## config.mk

```make
export PLATFORM = sky130hd
export DESIGN_NAME = spi_datos_tx_flat
export DESIGN_NICKNAME = d
export VERILOG_FILES = /design/src/rtl/spi_datos_tx_if.sv /design/src/rtl/spi_datos_tx.sv /design/src/flat_wrapper.sv
export SDC_FILE = /design/constraint.sdc
export NUM_CORES = 1
export LEC_CHECK = 0
export ABC_AREA = 1
export BUFFER_PORTS_ARGS = -buffer_cell sky130_fd_sc_hd__buf_4
export CORE_MARGIN = 2
export CORE_UTILIZATION = 50
export DETAILED_ROUTE_END_ITERATION = 16
export PLACE_DENSITY = 0.76
export SETUP_SLACK_MARGIN = 0.05
export SYNTH_ARGS = -nofsm -noshare
export SYNTH_HDL_FRONTEND = slang
export SYNTH_SLANG_ARGS = --single-unit
```

## constraint.sdc

```tcl
create_clock -name clk -period 1.6 [get_ports clk]
set_input_delay 0.24 -clock clk [delete_from_list [all_inputs] [get_ports clk]]
set_output_delay 0.24 -clock clk [all_outputs]
set_load 0.02 [all_outputs]
```

## src/rtl/spi_datos_tx_if.sv

```systemverilog
// Signal bundle for spi_datos_tx: host-side frame handshake, receive-word port and the four SPI pins.
// "slave" is the transmitter's view; "master" is the environment (host plus SPI device) that drives it.
interface spi_datos_tx_if;
   logic        start;
   logic [31:0] datos_in;
   logic        busy;
   logic [31:0] datos_rx;
   logic        wr_rx;
   logic        done;
   logic        sclk;
   logic        mosi;
   logic        miso;
   logic        cs_n;

   modport master (
      output start, datos_in, miso,
      input  busy, datos_rx, wr_rx, done, sclk, mosi, cs_n
   );

   modport slave (
      input  start, datos_in, miso,
      output busy, datos_rx, wr_rx, done, sclk, mosi, cs_n
   );
endinterface

```

## src/rtl/spi_datos_tx.sv

```systemverilog
// SPI mode-0 frame transmitter/receiver: shifts BITS bits MSB-first on mosi while sampling miso,
// then hands the received word to the data register with a one-cycle wr_rx/done strobe.
module spi_datos_tx #(
   parameter int DIV  = 2,
   parameter int BITS = 12
) (
   input  logic          clk,
   input  logic          rst,
   spi_datos_tx_if.slave bus
);

   typedef enum logic [2:0] {
      IDLE  = 3'd0,
      LEAD  = 3'd1,
      HIGH  = 3'd2,
      LOW   = 3'd3,
      TRAIL = 3'd4
   } state_t;

   localparam logic [7:0]  PHASE_LAST = 8'(DIV - 1);
   localparam logic [5:0]  BITS_CNT   = 6'(BITS);
   localparam logic [31:0] FRAME_MASK = (BITS >= 32) ? 32'hFFFF_FFFF
                                                     : ((32'd1 << BITS) - 32'd1);

   // Every architectural register lives in one struct so reset and update are single statements.
   typedef struct packed {
      state_t      state;
      logic [7:0]  phase;
      logic [5:0]  bit_cnt;
      logic [31:0] tx_sr;
      logic [31:0] rx_sr;
      logic [31:0] datos_rx;
      logic        sclk;
      logic        mosi;
      logic        cs_n;
      logic        busy;
      logic        done;
      logic        wr_rx;
   } regs_t;

   regs_t r;
   regs_t nx;
   logic  phase_last;

   assign phase_last = (r.phase == PHASE_LAST);

   // NOTE: sequential state uses non-blocking (<=) so every register samples pre-edge values.
   always_ff @(posedge clk) begin
      if (rst) begin
         r       <= '0;
         r.state <= IDLE;
         r.cs_n  <= 1'b1;
      end else begin
         r <= nx;
      end
   end

   // NOTE: nx starts as a full copy of r, so every path assigns every field and no latch is inferred.
   always_comb begin
      nx       = r;
      nx.done  = 1'b0;
      nx.wr_rx = 1'b0;
      nx.phase = r.phase + 8'd1;

      case (r.state)
         IDLE: begin
            nx.phase = '0;
            if (bus.start) begin
               nx.state   = LEAD;
               nx.tx_sr   = bus.datos_in & FRAME_MASK;
               nx.rx_sr   = '0;
               nx.bit_cnt = '0;
               nx.cs_n    = 1'b0;
               nx.busy    = 1'b1;
               nx.mosi    = bus.datos_in[BITS-1];
            end
         end

         // Rising SCLK: slave data is captured on the same edge that raises the clock.
         LEAD, LOW: begin
            if (phase_last) begin
               nx.state   = HIGH;
               nx.phase   = '0;
               nx.sclk    = 1'b1;
               nx.rx_sr   = {r.rx_sr[30:0], bus.miso};
               nx.bit_cnt = r.bit_cnt + 6'd1;
            end
         end

         HIGH: begin
            if (phase_last) begin
               nx.phase = '0;
               nx.sclk  = 1'b0;
               if (r.bit_cnt == BITS_CNT) begin
                  nx.state = TRAIL;
               end else begin
                  nx.state = LOW;
                  nx.tx_sr = r.tx_sr << 1;
                  nx.mosi  = nx.tx_sr[BITS-1];
               end
            end
         end

         TRAIL: begin
            if (phase_last) begin
               nx.state    = IDLE;
               nx.phase    = '0;
               nx.cs_n     = 1'b1;
               nx.busy     = 1'b0;
               nx.mosi     = 1'b0;
               nx.datos_rx = r.rx_sr & FRAME_MASK;
               nx.done     = 1'b1;
               nx.wr_rx    = 1'b1;
            end
         end

         default: begin
            nx.state = IDLE;
            nx.phase = '0;
         end
      endcase
   end

   assign bus.sclk     = r.sclk;
   assign bus.mosi     = r.mosi;
   assign bus.cs_n     = r.cs_n;
   assign bus.busy     = r.busy;
   assign bus.done     = r.done;
   assign bus.wr_rx    = r.wr_rx;
   assign bus.datos_rx = r.datos_rx;

endmodule

```

## src/flat_wrapper.sv

```systemverilog
// flat-port wrapper written by rule: the top's interface ports become plain ports
module spi_datos_tx_flat 
#(
   parameter int DIV  = 2,
   parameter int BITS = 12
)
  (clk, rst, bus_start, bus_datos_in, bus_miso, bus_busy, bus_datos_rx, bus_wr_rx, bus_done, bus_sclk, bus_mosi, bus_cs_n);
  spi_datos_tx_if bus_i ();
  input  logic clk;
  input  logic rst;
  input wire logic [$bits(bus_i.start)-1:0] bus_start;
  input wire logic [$bits(bus_i.datos_in)-1:0] bus_datos_in;
  input wire logic [$bits(bus_i.miso)-1:0] bus_miso;
  output wire logic [$bits(bus_i.busy)-1:0] bus_busy;
  output wire logic [$bits(bus_i.datos_rx)-1:0] bus_datos_rx;
  output wire logic [$bits(bus_i.wr_rx)-1:0] bus_wr_rx;
  output wire logic [$bits(bus_i.done)-1:0] bus_done;
  output wire logic [$bits(bus_i.sclk)-1:0] bus_sclk;
  output wire logic [$bits(bus_i.mosi)-1:0] bus_mosi;
  output wire logic [$bits(bus_i.cs_n)-1:0] bus_cs_n;
  assign bus_i.start = bus_start;
  assign bus_i.datos_in = bus_datos_in;
  assign bus_i.miso = bus_miso;
  assign bus_busy = bus_i.busy;
  assign bus_datos_rx = bus_i.datos_rx;
  assign bus_wr_rx = bus_i.wr_rx;
  assign bus_done = bus_i.done;
  assign bus_sclk = bus_i.sclk;
  assign bus_mosi = bus_i.mosi;
  assign bus_cs_n = bus_i.cs_n;
  spi_datos_tx #(.DIV(DIV), .BITS(BITS)) u_core (.clk(clk), .rst(rst), .bus(bus_i));
endmodule
```

==> results.md, run 1 <==
Run status:
- The flow ran to the end, and the final reports show no timing, DRC or antenna violations.

Route:
- The via count normalized by instance count is between 4 and 5.
- The number of nets with antenna violations after detailed routing is 0.
- The final routed DRC violation total is 0.
- The number of search-and-repair iterations in the first detailed-routing pass is 4.
- Wires add up to roughly 5600 um.
- In the final routed layout, each cell accounts on average for around 11 um.
- Across all layers, the routed design uses 2507 vias.
- The number of design-rule violations left by the first detailed-router iteration is roughly 180.

Hold path:
- The sink of the worst hold path is u_core.r[70].
- The classification of the worst-slack hold path is in -> reg.
- The startpoint of the lowest-slack hold path is bus_datos_in[0].
- The worst hold path cell count is 3.

Synthesis:
- The post-synthesis instance area is 2810 sq um.
- In the synthesized netlist the dominant register cell turns out to be sky130_fd_sc_hd__dfxtp_1.
- The share of flip-flops with an asynchronous set or reset is 0.
- The number of library cell types mapped by synthesis is 29.
- The synthesized area divided by synthesized cell count is 6.91 sq um.
- The cell taking the most area after synthesis is sky130_fd_sc_hd__dfxtp_1.
- The share of the synthesized area in the top cell type is 0.406.
- By area the synthesized netlist is led by sky130_fd_sc_hd__dfxtp_1, sky130_fd_sc_hd__nand2_1, sky130_fd_sc_hd__buf_4, sky130_fd_sc_hd__nor2_1, sky130_fd_sc_hd__nand3_1.
- The number of enable flip-flop cells after synthesis is 0.
- The synthesized design contains 57 register bits.
- In the synthesized netlist, the number of instances is 407.
- The number of warnings reported in the yosys synthesis log is 0.
- For this run, the register share of the synthesized area comes to 0.406.

Clock network:
- The H-tree generated during clock tree synthesis spans 3 levels.
- The clock passes through at most 2 buffers.
- Clock tree synthesis found a total of 57 sinks.
- For the worst-skew pair, the clock arrives at the later sink with an insertion delay of about 330 ps.
- The clock tree from TritonCTS is built.
- The clock edge transition at the registers on the reported setup and hold paths is 70 ps.
- In this run, post-CTS hold repair placed 0 buffers.
- The number of buffers created by CTS is 9.
- The root buffer cell is sky130_fd_sc_hd__clkbuf_8.

Timing:
- The setup total negative slack is 0 ps.
- Setup violations remaining at the end of the flow were counted as 0.
- The routed design could run at a clock period as short as 1500 ps.
- In the finished design, the share of the clock period the worst path needs comes to 0.939.
- The hold violation total from the final report is 0.
- The worst path meets setup with ~100 ps of slack.
- Setup repair after global routing could not meet its margin everywhere.
- Hold is met by 204 ps.
- Across the routed clock network, the largest skew measured is roughly 9 ps.
- The number of pins exceeding their max-slew limit in the final report is 0.
- For this run, the top clock speed supported by timing is about 670 MHz.

Worst setup path:
- On the critical path the largest part of the delay comes from simple AND/OR/NAND/NOR gates.
- Data on the critical path arrives at its endpoint at between 1500 and 2000 ps.
- The largest driver fanout on the critical path is 6.
- The startpoint identified for the worst register-to-register timing path is u_core.r[109].
- The longest individual stage delay on the worst path is roughly 350 ps.
- The required time at the worst-slack endpoint is 1830 ps.
- The critical setup path kind is reg -> reg.
- The nature of the critical path endpoint is a register.
- Measured in cells, the most critical reg-to-reg path has a length of 10.
- The slowest stage of the critical path belongs to the cell sky130_fd_sc_hd__dfxtp_2.
- The critical path contains buffers and inverters numbering 3 combined.
- By instance count, the cell type seen most on the critical path is sky130_fd_sc_hd__buf_4.
- In this run the critical register-to-register path is captured at u_core.r[77].
- STA classifies the critical path startpoint as a register.
- The setup check on the worst reg-to-reg path leaves a slack of between 90 and 100 ps.
- Walking the worst path, the cells encountered are inv_2 > ha_4 > buf_4 > nand2_2 > nor2_8 > nand3_2 > nand2_4 > buf_4 > o21ai_0 > nor2_1.

Floorplan:
- The core footprint is ~5500 sq um.
- The floorplan step set the die width to 79.0 um.
- The row count is 27.
- In this run the vertical extent of the chip is ~79 um.
- The full die area is 6240 sq um.
- The initial utilization of the core area, before any placement, comes to 0.514.
- The number of primary I/O pins is 74.

Placement:
- The post-place setup slack is around 91 ps.
- At the end of routability-driven placement, the weighted congestion stood at about 0.79.
- The post-placement cell count is 500.
- The final HPWL from detailed placement is around 3800 um.
- Buffers placed on the I/O ports in this run total 33.

Cells and area:
- The post-synthesis to final-layout area growth is 18.6%.
- Once layout is complete, the cells apart from fillers number between 500 and 600.
- The library cells used most frequently in the layout, excluding fill and tap cells, are sky130_fd_sc_hd__nand2_1, sky130_fd_sc_hd__dfxtp_1, sky130_fd_sc_hd__nor2_1, sky130_fd_sc_hd__buf_4, sky130_fd_sc_hd__inv_1.
- The number of fillers in the final layout is 495.
- The leading cell type in the layout, fill and taps excluded is sky130_fd_sc_hd__nand2_1.
- Registers take roughly 1100 sq um.
- The area of combinational cells with multiple inputs is between 1000 and 1500 sq um.
- The count of antenna diodes in the layout is 0.
- In the final layout, the share of cells above drive strength 1 is 0.206.
- For this run, the post-layout net count is 482.

Global route:
- The via count of the first global-routing pass is 2244.
- The wire length of the first global-routing pass is roughly 9400 um.
- The maximum number of pins on one net before global-route repair is 23.
- The total routing resource utilization after global routing is 0.187.
- The initial antenna violation count is 0.
- The overflow left after global routing is 0.

Pwr:
- The design draws ~3500 uW.
- In this run the static leakage power is approximately 0.0016 uW.
- Across the VDD grid, the largest voltage drop is 0.000609 V.
- In this run the power density over the cells is around 1100 nW/um^2.

Job:
- Max-cap violations in this run came to 0.
-- layer usage --
metal,global-route usage,vias to the layer above,share of wire
li1,-,1287,-
met2,0.319,58,0.50
met4,0.0914,0,0.020
met3,0.0398,10,0.043
met5,0,-,0
met1,0.224,1152,0.44
-- cell usage after synthesis, types with 2 or more instances --
master	count
sky130_fd_sc_hd__nand3_1	28
sky130_fd_sc_hd__buf_4	34
sky130_fd_sc_hd__nand2_2	3
sky130_fd_sc_hd__buf_2	6
sky130_fd_sc_hd__nor3b_1	2
sky130_fd_sc_hd__nand2_4	2
sky130_fd_sc_hd__nor2_2	3
sky130_fd_sc_hd__inv_1	36
sky130_fd_sc_hd__nand2_1	119
sky130_fd_sc_hd__a21oi_1	13
sky130_fd_sc_hd__o21ai_0	27
sky130_fd_sc_hd__nor2_1	51
sky130_fd_sc_hd__xor2_1	2
sky130_fd_sc_hd__ha_1	4
sky130_fd_sc_hd__dfxtp_1	57
sky130_fd_sc_hd__clkbuf_1	3
sky130_fd_sc_hd__nor3_1	2
sky130_fd_sc_hd__o21bai_1	2
sky130_fd_sc_hd__nand4_1	3
-- final cells by class --
| type | instances | share of cell area |
|---|---|---|
| clock buffer | 13 | 0.0536 |
| clock inverter | 3 | 0.0139 |
| inverter | 38 | 0.0427 |
| multi-input combinational | 286 | 0.407 |
| sequential | 57 | 0.343 |
| tap | 72 | 0.0270 |
| timing repair buffer | 49 | 0.110 |
| timing repair inverter | 1 | 0.00225 |
-- through the flow --
step | instance area [sq um] | util
after floorplan | 2890 | -
after global placement | 3020 | 0.551
after detailed placement | 3020 | 0.551
after CTS | 3240 | 0.592
after global routing | 3340 | 0.610
final | 3340 | 0.610
-- cell families (layout without fill, tap and decap cells) --
group                    Yosys count  after routing  share of synthesized area
AND/OR/NAND/NOR                  216            216                      0.327
buffers and inverters             83            104                      0.161
flip-flops                        57             57                      0.406
AO/OA/AOI/OAI                     44             44                     0.0809
adder cells (fa/ha/maj)            4              4                     0.0178
XOR/XNOR                           2              2                    0.00623
other                              1             20                    0.00133
-- worst max-delay path by stage --
stage	from	to	depth (start not counted)	slack (ps)
finish	u_core.r[109]	u_core.r[77]	10	100
global route	u_core.r[109]	u_core.r[80]	10	-10
CTS	u_core.r[103]	u_core.r[80]	8	60
detailed placement	u_core.r[103]	u_core.r[78]	8	90
global placement	u_core.r[109]	u_core.r[73]	9	120
floorplan	u_core.r[108]	u_core.r[39]	9	190
-- repair_timing --
action | 4_1_cts | 5_1_grt
buffers inserted | 0 | 2
endpoints found under the setup margin | 1 | 47
pin swaps | 0 | 6
gates cloned | 0 | 1
gates resized for setup | 1 | 27
-- where the power goes --
part / switching [uW] / internal (uW)
Sequential: 41.7 / 1500
Combinational: 323 / 181
Clock: 586 / 892
Total: 950 / 2570
-- worst min-delay path: cells and delay by family --
kind            cells  cell delay (ps)
buf+inv             1               80
simple gates        1              110
compound gates      1               70
-- state kept, by name, indices dropped and copies added, names as in the netlist --
| register | count |
|---|---|
| u_core.bus.mosi | 1 |
| u_core.bus.busy | 1 |
| u_core.bus.done | 1 |
| u_core.r | 40 |
| u_core.bus.sclk | 1 |
| u_core.bus.cs_n | 1 |
| u_core.bus.datos_rx | 12 |
(Power assumes the default switching activity.)
==> run 2: changes to the inputs <==
--- a/config.mk
+++ b/config.mk
@@ -6,11 +6,10 @@
 export NUM_CORES = 1
 export LEC_CHECK = 0
 export ABC_AREA = 1
-export BUFFER_PORTS_ARGS = -buffer_cell sky130_fd_sc_hd__buf_4
 export CORE_MARGIN = 2
 export CORE_UTILIZATION = 50
 export DETAILED_ROUTE_END_ITERATION = 16
-export PLACE_DENSITY = 0.76
+export DONT_BUFFER_PORTS = 1
 export SETUP_SLACK_MARGIN = 0.05
 export SYNTH_ARGS = -nofsm -noshare
 export SYNTH_HDL_FRONTEND = slang
==> results.md, run 2 (synthesized netlist as in run 1, its figures left out) <==
Worst setup path:
- The worst setup path is launched from a register.
- The count of cells along the worst register-to-register path is 6.
- Data on the critical path arrives at its endpoint at 1750 ps.
- In this run the worst path has a maximum fanout of 7.
- The critical setup path kind is reg -> reg.
- The nature of the critical path endpoint is a register.
- The slowest cell on the critical path is sky130_fd_sc_hd__dfxtp_1.
- The end of the worst register-to-register path is u_core.bus.datos_rx[5].
- The required time at the worst-slack endpoint is ~1800 ps.
- The longest individual stage delay on the worst path is between 300 and 400 ps.
- Setup slack on the worst reg-to-reg path comes out at 70 ps.
- Counting stages on the worst path, the most repeated cell is sky130_fd_sc_hd__nand2_1.
- Traced cell by cell, the critical path runs through nor2_1 > nand2_1 > o21ai_4 > clkinvlp_4 > nand2_1 > o21ai_0.
- The startpoint identified for the worst register-to-register timing path is u_core.r[117].

Route:
- Summing over every cut layer, the via total after detailed routing is 2296.
- The number of search-and-repair iterations in the first detailed-routing pass is 4.
- In the routed design, unresolved DRC markers number 0.
- After the first detailed-routing iteration, the DRC count stood at 98.
- The number of nets with antenna violations after detailed routing is 0.
- Summed over all layers, the routed wires come to approximately 5700 um.
- In the final routed layout, each cell accounts on average for ~12 um.
- After detailed routing, the number of vias per cell comes to approximately 4.7.

Global route:
- For met3 alone, demand over resource in global routing was 0.0648.
- For this run, global-route usage on met2 was measured as 0.281.
- The via count of the first global-routing pass is between 2000 and 2500.
- The met1 usage in global routing is 0.264.
- The total routing resource utilization after global routing is 0.194.
- Summed over all layers, the global routing overflow is 0.
- The wire length of the first global-routing pass is roughly 9500 um.
- The initial antenna violation count is 0.
- Entering global routing, the biggest net connects 22 pins.
- The global routing stage identified its most utilized layer as met2.

Clock network:
- The clock latency at the later pin of the worst-skew pair is between 300 and 400 ps.
- The TritonCTS sink count is 57.
- TritonCTS built the clock tree.
- Clock-pin slew was measured on the worst setup and hold paths at ~60 ps.
- In this run the deepest clock path goes through 2 buffers.
- The root buffer cell is sky130_fd_sc_hd__clkbuf_8.
- Clock tree synthesis inserted a total of 9 buffers.
- The H-tree generated during clock tree synthesis spans 3 levels.

Cells and area:
- The most flop-heavy register is u_core.r.
- The post-route standard cell area excluding fillers is roughly 3100 sq um.
- The final standard cell utilization of the core is 0.568.
- The number of antenna diodes in the final layout is 0.
- From synthesis to final layout, the design area changed by 10.5%.
- The fraction of layout instances using a drive strength above 1 is 0.139.
- The leading cell type in the layout, fill and taps excluded is sky130_fd_sc_hd__nand2_1.
- The final-stage net count is ~450.
- In the layout the commonest cells are sky130_fd_sc_hd__nand2_1, sky130_fd_sc_hd__dfxtp_1, sky130_fd_sc_hd__nor2_1.
- The post-layout instance count excluding filler cells is 488.
- The number of flip-flops in the largest register is 40.

Floorplan:
- For this configuration, the core starts out at a cell density of 0.514.
- The initialized floorplan defines 27 standard-cell rows.
- The full die area is 6240 sq um.
- The height of the die is 79.0 um.
- The number of primary I/O pins is 74.
- The floorplan step defined a core boundary enclosing ~5500 sq um.
- The floorplan step set the die width to slightly below 80 um.

Run status:
- The flow ran to the end, and the final reports show no timing, DRC or antenna violations.

Pwr:
- The leakage power is approximately 0.0014 uW.
- The completed layout was analyzed and its total power is between 3000 and 4000 uW.
- VDD sags by at most ~0.00067 V.
- Dividing total power by cell area gives a power density of around 1100 nW/um^2.

Timing:
- Setup repair after global routing could not meet its margin everywhere.
- The setup total negative slack is 0 ps.
- The fmax is about 650 MHz.
- For the pin with the worst max-slew slack, the measured transition is 828 ps.
- The number of pins exceeding their max-slew limit in the final report is 0.
- The final worst-path cycle share is 0.959.
- The post-layout minimum cycle time is 1530 ps.
- The hold violation total from the final report came to 0.
- The final setup violation count is 0.
- For the final database, setup skew stands at approximately 6.3 ps.
- The worst-case headroom to the max-slew limit is 0.446.

Hold path:
- The classification of the worst-slack hold path is in -> reg.
- In this run the most critical hold path is launched from rst.
- For hold timing, the worst endpoint is u_core.bus.busy.
- Counting instances, the worst hold path has a depth of 1.

Job:
- The number of max-cap violations is 0.

Placement:
- The count of buffers inserted at the top-level ports is 0.
- The routability-driven placement congestion ratio is 0.831.
- The final HPWL from detailed placement is approximately 3700 um.
- Counting tap cells, the placed design contains a total of 469 instances.
- Summing all placed instances gives a cell area of 2780 sq um.
## run 2: cell count changes in the layout (fill, tap and decap cells not counted), moves of 2 or more
cell | before | now
sky130_fd_sc_hd__buf_4 | 49 | 16
sky130_fd_sc_hd__buf_6 | 0 | 2
sky130_fd_sc_hd__nand2_1 | 116 | 114
sky130_fd_sc_hd__nand2_2 | 5 | 8
sky130_fd_sc_hd__o21ai_0 | 20 | 23
sky130_fd_sc_hd__o21ai_1 | 7 | 3
## run 2: worst max-delay path: cells and delay by family, from the launching register on
| kind | cells | cell delay [ps] |
|---|---|---|
| and+or+nand+nor | 3 | 500 |
| buffers and inverters | 1 | 230 |
| AOI/OAI and AO/OA | 2 | 330 |
| DFF | 1 | 350 |
## run 2: layout make-up
| class | count | area, sq um |
|---|---|---|
| Clock buffer | 13 | 169 |
| Tap cell | 72 | 90.1 |
| Fill cell | 556 | 2360 |
| Multi-Input combinational cell | 286 | 1350 |
| Sequential cell | 57 | 1140 |
| Clock inverter | 2 | 60.1 |
| Timing Repair inverter | 1 | 7.51 |
| Inverter | 38 | 143 |
| Timing Repair Buffer | 19 | 153 |
## run 2: power by group
group | leakage (uW) | internal (uW) | switching (uW)
clock network | 0.000116 | 997 | 546
registers | 0.000466 | 1500 | 52.4
logic | 0.000841 | 152 | 306
## run 2: how the worst max path moves through the flow
stage / startpoint / to / slack (ps) / cells past startpoint
global route: u_core.r[117] / u_core.r[49] / -60 / 8
finish: u_core.r[117] / u_core.bus.datos_rx[5] / 70 / 6
global placement: u_core.r[109] / u_core.r[49] / 140 / 10
floorplan: u_core.r[108] / u_core.r[39] / 190 / 9
detailed placement: u_core.r[109] / u_core.bus.busy / 90 / 9
CTS: u_core.r[117] / u_core.r[39] / 60 / 8
## run 2: metal layers
metal | wire, um | share of wire | vias up
met5 | 0 | 0 | -
met4 | 83 | 0.015 | 0
met3 | 404 | 0.071 | 6
met2 | 2410 | 0.42 | 53
met1 | 2790 | 0.49 | 1008
li1 | - | - | 1229
## run 2: stage by stage
stage / hold slack (ps) / setup slack [ps]
2_1_floorplan: 309 / 190
3_3_place_gp: 312 / 136
3_5_place_dp: 315 / 91.8
4_1_cts: 29.9 / 58.1
5_1_grt: 40.5 / -56.0
6_report: 34.1 / 65.7
## run 2: what timing repair did
item                                    in CTS  in global routing
hold endpoints to repair                    21                  0
setup buffers                                0                  2
gates resized for setup                      0                 24
endpoints found under the setup margin       0                 50
hold buffers                                 1                  0
